===== src/rtl/reset_seq_pkg.sv =====
// Shared types and constants for the reset sequencer.
// Imported by the sequencer top and its debounce sub-block.
package reset_seq_pkg;

  typedef enum logic [1:0] {
    HOLD    = 2'd0,
    RELEASE = 2'd1,
    RUN     = 2'd2,
    SETP    = 2'd3
  } state_t;

  localparam int DEF_N_STAGES = 3;
  localparam int DEF_HOLD_CYC = 16;
  localparam int DEF_GAP_CYC  = 4;
  localparam int DEF_SET_CYC  = 2;
  localparam int DEF_DEB_CYC  = 8;

  function automatic int cnt_w(
    input int h,
    input int g,
    input int s,
    input int d
  );
    int m;
    m = h;
    if (g > m) m = g;
    if (s > m) m = s;
    if (d > m) m = d;
    return $clog2(m + 1);
  endfunction

endpackage


===== src/rtl/sync_debounce.sv =====
// Two-flop synchronizer followed by a consecutive-sample debouncer.
// The output flips once the synced input has disagreed for DEB_CYC cycles.
module sync_debounce
  import reset_seq_pkg::*;
#(
  parameter int DEB_CYC = DEF_DEB_CYC,
  parameter int CW      = 4
) (
  input  logic clk,
  input  logic rst,
  input  logic din,
  output logic deb
);

  logic          s1;
  logic          s2;
  logic [CW-1:0] cnt;

  always_ff @(posedge clk) begin
    if (rst) begin
      s1  <= 1'b0;
      s2  <= 1'b0;
      cnt <= '0;
      deb <= 1'b0;
    end else begin
      s1 <= din;
      s2 <= s1;
      if (s2 != deb) begin
        if (cnt >= CW'(DEB_CYC - 1)) begin
          deb <= s2;
          cnt <= '0;
        end else begin
          cnt <= cnt + 1'b1;
        end
      end else begin
        cnt <= '0;
      end
    end
  end

endmodule


===== src/rtl/reset_sequencer.sv =====
// Staged reset release and set-pulse generator for one clock domain.
// Holds all stages in reset, releases them in order, then serves set requests.
module reset_sequencer
  import reset_seq_pkg::*;
#(
  parameter int N_STAGES = DEF_N_STAGES,
  parameter int HOLD_CYC = DEF_HOLD_CYC,
  parameter int GAP_CYC  = DEF_GAP_CYC,
  parameter int SET_CYC  = DEF_SET_CYC,
  parameter int DEB_CYC  = DEF_DEB_CYC
) (
  input  logic                clk,
  input  logic                rst,
  input  logic                req_rst,
  input  logic                req_set,
  output logic [N_STAGES-1:0] rstn_out,
  output logic                set_n_out,
  output logic                ready,
  output logic                busy
);

  localparam int CW = cnt_w(HOLD_CYC, GAP_CYC, SET_CYC, DEB_CYC);
  localparam int IW = (N_STAGES > 1) ? $clog2(N_STAGES) : 1;
  localparam logic [CW-1:0] CMAX = '1;

  state_t        state;
  state_t        state_nx;
  logic [CW-1:0] cnt;
  logic [CW-1:0] cnt_nx;
  logic [IW-1:0] idx;
  logic [IW-1:0] idx_nx;

  logic [N_STAGES-1:0] rstn_nx;
  logic                set_n_nx;
  logic                ready_nx;
  logic                busy_nx;

  logic deb;
  logic ss1;
  logic ss2;
  logic ss2_q;
  logic set_rise;

  sync_debounce #(
    .DEB_CYC (DEB_CYC),
    .CW      (CW)
  ) u_deb (
    .clk (clk),
    .rst (rst),
    .din (req_rst),
    .deb (deb)
  );

  // Set request: synchronize, then register a one-cycle rise pulse
  always_ff @(posedge clk) begin
    if (rst) begin
      ss1      <= 1'b0;
      ss2      <= 1'b0;
      ss2_q    <= 1'b0;
      set_rise <= 1'b0;
    end else begin
      ss1      <= req_set;
      ss2      <= ss1;
      ss2_q    <= ss2;
      set_rise <= ss2 & ~ss2_q;
    end
  end

  function automatic logic [CW-1:0] inc(input logic [CW-1:0] c);
    return (c == CMAX) ? c : c + 1'b1;
  endfunction

  always_ff @(posedge clk) begin
    if (rst) begin
      state     <= HOLD;
      cnt       <= '0;
      idx       <= '0;
      rstn_out  <= '0;
      set_n_out <= 1'b1;
      ready     <= 1'b0;
      busy      <= 1'b1;
    end else begin
      state     <= state_nx;
      cnt       <= cnt_nx;
      idx       <= idx_nx;
      rstn_out  <= rstn_nx;
      set_n_out <= set_n_nx;
      ready     <= ready_nx;
      busy      <= busy_nx;
    end
  end

  always_comb begin
    state_nx = state;
    cnt_nx   = cnt;
    idx_nx   = idx;
    rstn_nx  = rstn_out;
    set_n_nx = set_n_out;
    ready_nx = ready;
    busy_nx  = busy;
    // A debounced request outside HOLD overrides any progress
    if (deb && state != HOLD) begin
      state_nx = HOLD;
      cnt_nx   = '0;
      idx_nx   = '0;
      rstn_nx  = '0;
      set_n_nx = 1'b1;
      ready_nx = 1'b0;
      busy_nx  = 1'b1;
    end else begin
      unique case (state)
        HOLD: begin
          rstn_nx  = '0;
          set_n_nx = 1'b1;
          ready_nx = 1'b0;
          busy_nx  = 1'b1;
          if (deb) begin
            cnt_nx = '0;
          end else if (cnt >= CW'(HOLD_CYC - 1)) begin
            cnt_nx  = '0;
            rstn_nx = N_STAGES'(1);
            if (N_STAGES == 1) begin
              state_nx = RUN;
              ready_nx = 1'b1;
              busy_nx  = 1'b0;
            end else begin
              state_nx = RELEASE;
              idx_nx   = IW'(1);
            end
          end else begin
            cnt_nx = inc(cnt);
          end
        end
        RELEASE: begin
          if (cnt >= CW'(GAP_CYC - 1)) begin
            cnt_nx  = '0;
            rstn_nx = rstn_out | (N_STAGES'(1) << idx);
            if (idx == IW'(N_STAGES - 1)) begin
              state_nx = RUN;
              ready_nx = 1'b1;
              busy_nx  = 1'b0;
            end else begin
              idx_nx = idx + 1'b1;
            end
          end else begin
            cnt_nx = inc(cnt);
          end
        end
        RUN: begin
          rstn_nx = '1;
          if (set_rise) begin
            state_nx = SETP;
            cnt_nx   = '0;
            set_n_nx = 1'b0;
            ready_nx = 1'b0;
          end
        end
        SETP: begin
          if (cnt >= CW'(SET_CYC - 1)) begin
            state_nx = RUN;
            cnt_nx   = '0;
            set_n_nx = 1'b1;
            ready_nx = 1'b1;
          end else begin
            cnt_nx = inc(cnt);
          end
        end
        default: begin
          state_nx = HOLD;
          cnt_nx   = '0;
          idx_nx   = '0;
          rstn_nx  = '0;
          set_n_nx = 1'b1;
          ready_nx = 1'b0;
          busy_nx  = 1'b1;
        end
      endcase
    end
  end

endmodule


===== config.mk =====
export PLATFORM = sky130hd
export DESIGN_NAME = reset_sequencer
export DESIGN_NICKNAME = d
export VERILOG_FILES = /design/src/rtl/reset_seq_pkg.sv /design/src/rtl/sync_debounce.sv /design/src/rtl/reset_sequencer.sv
export SDC_FILE = /design/constraint.sdc
export NUM_CORES = 1
export LEC_CHECK = 0
export CORE_MARGIN = 1
export CORE_UTILIZATION = 45
export CTS_CLUSTER_SIZE = 28
export DETAILED_ROUTE_END_ITERATION = 8
export HOLD_SLACK_MARGIN = 0.1
export PLACE_DENSITY = 0.63
export SYNTH_ARGS = -nofsm -noshare
export SYNTH_HDL_FRONTEND = slang
export SYNTH_HIERARCHICAL = 1
export SYNTH_SLANG_ARGS = --single-unit

===== constraint.sdc =====
create_clock -name clk -period 1.6 [get_ports clk]
set_input_delay 0.16 -clock clk [delete_from_list [all_inputs] [get_ports clk]]
set_output_delay 0.16 -clock clk [all_outputs]
set_load 0.005 [all_outputs]

; Word level (Yosys, flattened, before mapping)
; Index checks and enable logic that the tools add are counted.
[word_totals]
regBits = 27
latchBits = 0
ram_bits = 0
romBits = 0
n_memories = 0
[op_classes]
addsub = 3
multipliers = 0
div = 0
n_lt_le_gt_ge = 4
n_eq_ne = 13
shifts = 1
muxes = 30
n_bitwise = 4
reduce_logical = 15
[op_table]
columns = operator, count
row1 = 2-to-1 mux 5 bit, 6
row2 = case mux 5 bit (4 select lines), 1
row3 = 2-to-1 mux 2 bit, 8
row4 = inequality test 2 bit (second input constant), 7
row5 = adder 5 x 1 -> 5 bit (second input constant), 2
row6 = case mux 3 bit (3 select lines), 1
row7 = 2-to-1 mux 1 bit, 8
row8 = case mux 2 bit (4 select lines), 1
row9 = equality test 2 bit (second input constant), 3
row10 = AND reduction 3 bit, 2
row11 = AND reduction 6 bit, 1
row12 = nonzero test 3 bit, 2
row13 = equality test 5 bit (second input constant), 1
row14 = >= comparator 5 x 1 -> 1 bit (second input constant), 1
row15 = >= comparator 5 x 2 -> 1 bit (second input constant), 1
row16 = >= comparator 5 x 3 -> 1 bit (second input constant), 1
row17 = >= comparator 5 x 4 -> 1 bit (second input constant), 1
row18 = AND reduction 5 bit, 1
row19 = case mux 1 bit (4 select lines), 1
row20 = case mux 2 bit (2 select lines), 1
row21 = AND reduction 2 bit, 2
row22 = AND reduction 4 bit, 1
row23 = nonzero test 2 bit, 2
row24 = 2-to-1 mux 3 bit, 1
row25 = 13 further kinds, 14

; Longest topological paths before layout
; Gate-level depths: netlist (run 1).
[depth]
word_depth = 5
depth_mapped = 7
mapped_depth_nobuf = 6

; Hierarchy
; The synthesis (run 1) kept the hierarchy.
[modules_own_cells]
columns = mod, n_inst, cells_each, area_per_inst_um2, seq_area_each_um2
row1 = reset_sequencer, 1, 135, 1137.3, 380.4
row2 = sync_debounce, 1, 25, 274.0, 160.2

; Least setup slack after synthesis (run 1)
; No wires, ideal clock.
[synth_path]
path_type = register to register
start = register cnt[1] (netlist name)
end = register cnt[4] (netlist name)
arrival_ns = 1.636
setup_slack_ns = -0.122
path_stages_with_launch = 7
path_buffers = 0
path_cell_list = dfxtp_1 > inv_1 > ha_1 > nor4b_1 > a21oi_1 > or3_1 > a221oi_2

==> impl_results.md, run 1 <==
* Status: finished with violations
* Violations in the final reports: design-rule violations, negative setup slack
* Post-layout min period at 1.711 ns
* Final Core Density at 65.39%
* Part of the cycle the worst path needs at 106.9%
* GPL Wtd Cong at 0.8720
* FILL cells at 249
* Mapped Cells at 160
* Avg WL per Cell at 15.22 um
* CTS max path bufs at 2
* Hold Buf Count CTS at 0
* Critical path fanouts, max at 5
* Netlist Area Pre-Place at 0.001411 mm2
* Worst setup SP type: flop
* Worst EP arrival at 1.96 ns
* Synth cell types at 49
* Worst vdd ir at 0.6738 mV
* Final antenna-violating net count at 0
* Max-cap violations at 0
* Ys flop type: dfxtp_1
* Worst Hold Class: in -> reg
* Final WS setup at -0.1109 ns
* Worst-path clk slew at 0.16 ns
* First drt pass iteration count at 6
* First-pass GRT wire length at 5.692 mm
* Grt ovf at 0
* Port bufs at 9
* Clock skew at 0.01163 ns
* Final hold slack at 0.3456 ns
* Register Area at 550.5 um2
* Commonest non-fill, non-tap cells in the layout: 24 x buf_4, 23 x dfxtp_1, 16 x nand2_1
* # nets final at 209
* Reg-to-reg slack, setup at -0.11 ns
* Routed via count at 1,315
* Setup violators final at 7
* Dpl ws at -0.03928 ns
* Initial antenna violation count at 0
* Setup CP Type: reg -> reg
* Row cnt at 19
* DRC Markers at 1
* Worst r2r dst: cnt[4]$_SDFFE_PP0P_
* Die Y at 58.01 um
* Hold Startpoint: req_set
* TritonCTS clock tree: built
* Vias per cell at 5.844
* Peak Freq at 0.5845 GHz
* Htree depth at 1
* R2R cell count at 6
* Initial DRC Count at 55
* RSZ-0062 raised after global routing: yes
* Final Hold Vio Count at 0
* # clock sinks at 27
* Root Buffer Master: clkbuf_4
* Mean area per synthesized cell at 8.821 um2
* Hold Path Depth at 2
* Setup crit end kind: flop
* Core ar. at 0.002853 mm2
* Worst Path Required at 1.85 ns
* Commonest non-fill, non-tap cell in the layout: buf_4
* Clock latency on the worst-skew pair at 0.34 ns
* Largest net degree at the start of global routing at 18
* Area Growth Syn to Fin at 32.18%
* GRT Overall Usage at 22.02%
* Placed cell areas at 0.001699 mm2
* Detailed-route wire length at 3.425 mm
* Tot Pwr at 2.263 mW
* Yosys warns at 6
* IO Pins at 10
* Layout cells sized above 1 at 30.41%
* Die footprint at 0.003365 mm2
* Final count of pins violating max slew at 0
* Reg-to-Reg Start: cnt[1]$_SDFFE_PP0P_
* Inserted Clock Buffers at 3
* DP HPWL at 2.444 mm
* Initial Utilization at 49.47%
* Final non-filler cell area at 0.001866 mm2
* Post-synthesis register bit count at 27
* Hold Path End: ss1$_SDFF_PP0_
* Post-synth EDFFs at 0
* Leakage Power at 0.7259 nW
* Sequential-to-total area share from yosys stat at 38.30%
* Power per cell area at 1213 mW/mm2
* Ys async rst share at 0%
* Multi-input logic area at 914.6 um2
* ANT cells at 0
* Number of global-route vias before repair at 1,246
* Die X at 58.01 um
## how the worst max path moves through the flow
stage                           from             endpoint  slack (ns)  cells past startpoint
2_1_floorplan  state[0]$_SDFFE_PP0P_  cnt[2]$_SDFFE_PP0P_       0.003                      7
3_3_place_gp     cnt[1]$_SDFFE_PP0P_  cnt[4]$_SDFFE_PP0P_       -0.02                      6
3_5_place_dp   state[0]$_SDFFE_PP0P_  cnt[4]$_SDFFE_PP0P_       -0.04                      5
4_1_cts        state[1]$_SDFFE_PP0P_  cnt[4]$_SDFFE_PP0P_       -0.05                      6
5_1_grt        state[1]$_SDFFE_PP0P_  cnt[4]$_SDFFE_PP0P_       -0.16                      6
6_report         cnt[1]$_SDFFE_PP0P_  cnt[4]$_SDFFE_PP0P_       -0.11                      6
## area by class of cell
class                           count  area share (%)
Multi-Input combinational cell    118           49.03
Sequential cell                    27           29.51
Timing Repair Buffer               35           15.69
Tap cell                           31           2.079
Inverter                           10           2.012
Clock buffer                        3           1.207
Clock inverter                      1          0.4695
## stage by stage
stage	instances	TNS [ns]
2_1_floorplan	161	0
3_3_place_gp	217	-0.02245
3_5_place_dp	217	-0.03928
4_1_cts	223	-0.05962
5_1_grt	225	-1.402
6_report	225	-0.3857
## logic make-up after synthesis
group	Yosys count	share of synthesized area, %
DFF	27	38.30
xor gates and xnor gates	3	1.862
adders and majority gates	10	8.865
AOI/OAI and AO/OA	39	20.66
buffers and inverters	16	5.408
and+or+nand+nor	61	22.43
other	1	0.2657
muxes	3	2.216
## state kept, by name, indices dropped and copies added, names as in the netlist, 2 cells and up
| name | flops |
|---|---|
| state | 2 |
| idx | 2 |
| u_deb/cnt | 5 |
| rstn_out | 3 |
| cnt | 5 |
## worst max-delay path, cell delays in order, from the launching register on
cell      delay [ns]
dfxtp_4         0.38
inv_2           0.04
ha_2            0.17
nor4b_4         0.27
a21oi_2         0.10
or3_1           0.39
a221oi_2        0.29
## power by group
| part | total [mW] | switching, mW | internal (mW) |
|---|---|---|---|
| sequential | 0.820 | 0.0588 | 0.762 |
| clock | 0.320 | 0.218 | 0.102 |
| combinational | 1.12 | 0.576 | 0.547 |
| total | 2.26 | 0.852 | 1.41 |
## cells in the mapped netlist, drive strengths merged (4+ instances only)
cell type / n / area share, %
nor3: 8 / 2.8
nor2: 8 / 2.1
nand2b: 5 / 2.2
inv: 10 / 2.7
dfxtp: 27 / 38
a21oi: 8 / 2.8
nand2: 16 / 4.3
nor2b: 10 / 4.4
o21ai: 4 / 1.4
ha: 10 / 8.9
## what timing repair did
item                                   4_1_cts  5_1_grt
setup endpoints to repair                    8       14
pin swaps                                    1        9
buffers inserted                             2        2
resized for setup                            4       21
endpoints found under the hold margin        0        0
## per-layer routing
layer | vias up | wire length, um | track usage, %
met3 | 6 | 164 | 4.241
met1 | 634 | 1546 | 29.61
li1 | 641 | - | -
met5 | - | 0 | 0
met4 | 0 | 49 | 7.143
met2 | 34 | 1664 | 35.63
(Power assumes the default switching activity.)
==> run 2: changes to the inputs <==
- CORE_ASPECT_RATIO: default -> 1.2
- PLACE_DENSITY: 0.63 -> 0.66
==> run 2 against run 1 <==
Compared with the run above:
- the run ends with negative setup slack left
- clock skew is 0.0013 ns lower
- critical path depth fell by 1
- wire length grew 0.32%
- combinational power about the same
- total power fell by 1.3%
- global-route usage hardly changed
- clock power decreased by 9.1%
- largest power group unchanged
- highest routed layer unchanged
==> impl_results.md, run 2 (synthesized netlist as in run 1, its figures left out) <==
* Dpl ws at -0.05057 ns (-0.01129 ns)
* Avg WL per Cell at 15.34 um (+0.77%)
* Core ar. at 0.002890 mm2 (+1.3%)
* Worst r2r dst: cnt[4]$_SDFFE_PP0P_
* Setup crit end kind: flop
* Register Area at 550.5 um2 (unchanged)
* Clock latency on the worst-skew pair at 0.32 ns (-0.02 ns)
* First-pass GRT wire length at 5.506 mm (-3.3%)
* Layout cells sized above 1 at 27.89% (-2.5 points)
* Max-cap violations at 0 (unchanged)
* Die Y at 63.35 um (+9.2%)
* Initial antenna violation count at 0 (unchanged)
* Hold Path End: u_deb/s1$_SDFF_PP0_
* Worst vdd ir at 0.6709 mV (-0.43%)
* DP HPWL at 2.538 mm (+3.8%)
* Final antenna-violating net count at 0 (unchanged)
* Violations in the final reports: negative setup slack
* Critical Path Source: cnt[0]$_SDFFE_PP0P_
* Setup TNS at -0.02746 ns (+0.3582 ns)
* Hold Path Depth at 2 (unchanged)
* RSZ-0062 raised after global routing: yes
* Routed via count at 1,261 (-4.1%)
* Worst-path clk slew at 0.15 ns (about the same)
* Status: finished with violations
* Power per cell area at 1231 mW/mm2 (+1.4%)
* Largest registers: cnt: 5 flops, u_deb/cnt: 5 flops, rstn_out: 3 flops
* Peak Freq at 0.6167 GHz (+5.5%)
* CP Buf/Inv Count at 1 (unchanged)
* Worst Hold Class: in -> reg
* Reg-to-reg slack, setup at -0.02 ns (+0.09 ns)
* Reg-to-Reg Start: cnt[0]$_SDFFE_PP0P_
* Detailed-route wire length at 3.436 mm (+0.32%)
* Crit-path slowest cell: dfxtp_4
* Worst setup SP type: flop
* ANT cells at 0 (unchanged)
* CP cell instances: buf_6, nor4b_4, a21oi_2, or3_1, a221oi_2
* Crit path largest cell delay at 0.39 ns (about the same)
* Final non-filler cell area at 0.001815 mm2 (-2.7%)
* Critical path's top delay family: simple AND/OR/NAND/NOR gates
* Worst EP arrival at 1.86 ns (-0.10 ns)
* Die X at 53.13 um (-8.4%)
* # nets final at 205 (-1.9%)
* Setup CP Type: reg -> reg
* Vias per cell at 5.629 (-3.7%)
* Part of the cycle the worst path needs at 101.3% (-5.6 points)
* Final hold slack at 0.3712 ns (+0.02553 ns)
* Final count of pins violating max slew at 0 (unchanged)
* Commonest non-fill, non-tap cells in the layout: 23 x dfxtp_1, 20 x buf_4, 16 x nand2_1
* Worst Path Required at 1.84 ns (about the same)
* IO Pins at 10 (unchanged)
* Levels on crit path at 5 (-1)
* Clock skew at 0.01036 ns (-0.001268 ns)
* Placed cell areas at 0.001688 mm2 (-0.66%)
* Critical path fanouts, max at 5 (unchanged)
* # clock sinks at 27 (unchanged)
* First drt pass iteration count at 4 (-2)
* Port bufs at 9 (unchanged)
* TritonCTS clock tree: built
* Number of global-route vias before repair at 1,232 (-1.1%)
* Commonest non-fill, non-tap cell in the layout: dfxtp_1
* Area Growth Syn to Fin at 28.63%
* Final Hold Vio Count at 0 (unchanged)
* Die footprint at 0.003365 mm2 (about the same)
* Hold Buf Count CTS at 0 (unchanged)
* DRC Markers at 0 (-1)
* Setup violators final at 3 (-4)
* Hold Startpoint: req_rst
* Htree depth at 1 (unchanged)
* Multi-input logic area at 892.1 um2 (-2.5%)
* Post-layout min period at 1.621 ns (-0.08947 ns)
* Initial DRC Count at 42 (-24%)
* Root Buffer Master: clkbuf_4
* FILL cells at 260 (+4.4%)
* GRT Overall Usage at 21.99% (-0.026 points)
* Row cnt at 21 (+2)
* R2R cell count at 5 (-1)
* Initial Utilization at 48.83% (-0.64 points)
* Leakage Power at 0.6937 nW (-4.4%)
* GPL Wtd Cong at 0.8737 (+0.19%)
* Final Core Density at 62.81% (-2.6 points)
* CTS max path bufs at 2 (unchanged)
* Largest net degree at the start of global routing at 16 (-2)
* Final WS setup at -0.02146 ns (+0.08947 ns)
* Inserted Clock Buffers at 3 (unchanged)
* Grt ovf at 0 (unchanged)
==> run 2: area by class of cell <==
| type | count | area share (%) |
|---|---|---|
| repair buffers | 31 | 14.47 |
| inverters | 10 | 2.205 |
| clock inverters | 1 | 0.2757 |
| clock buffers | 3 | 1.241 |
| multi-input cells | 118 | 49.14 |
| well taps | 34 | 2.343 |
| flip-flops and latches | 27 | 30.32 |
==> run 2: metal layers <==
| metal | vias up | global-route usage [%] | wire length (um) |
|---|---|---|---|
| li1 | 633 | - | - |
| met1 | 589 | 25.52 | 1434 |
| met2 | 31 | 39.08 | 1816 |
| met3 | 8 | 3.140 | 114 |
| met4 | 0 | 8.224 | 72 |
| met5 | - | 0 | 0 |
==> run 2: stage by stage <==
stage / power (mW) / cells
floorplan: 1.415 / 161
global placement: 1.742 / 218
detailed placement: 1.779 / 218
CTS: 2.154 / 224
global route: 2.376 / 224
finish: 2.234 / 224
==> run 2: where the power goes <==
part	switching (mW)	internal [mW]	total, mW	leakage, nW
combinational	0.565	0.541	1.11	0.453
clock	0.198	0.0935	0.291	0.0177
sequential	0.0723	0.765	0.837	0.223
total	0.835	1.40	2.23	0.694
==> run 2: timing repair <==
| item | CTS | global route |
|---|---|---|
| resized for setup | 8 | 14 |
| gates cloned | 0 | 0 |
| buffers inserted | 2 | 0 |
| endpoints found under the setup margin | 7 | 13 |
| pin swaps | 0 | 7 |
==> run 2: worst max path at each step <==
stage | to | slack (ns)
2_1_floorplan | cnt[2]$_SDFFE_PP0P_ | 0.003
3_3_place_gp | state[1]$_SDFFE_PP0P_ | -0.006
3_5_place_dp | state[1]$_SDFFE_PP0P_ | -0.05
4_1_cts | cnt[4]$_SDFFE_PP0P_ | -0.06
5_1_grt | ready$_SDFFE_PP0P_ | -0.10
6_report | cnt[4]$_SDFFE_PP0P_ | -0.02
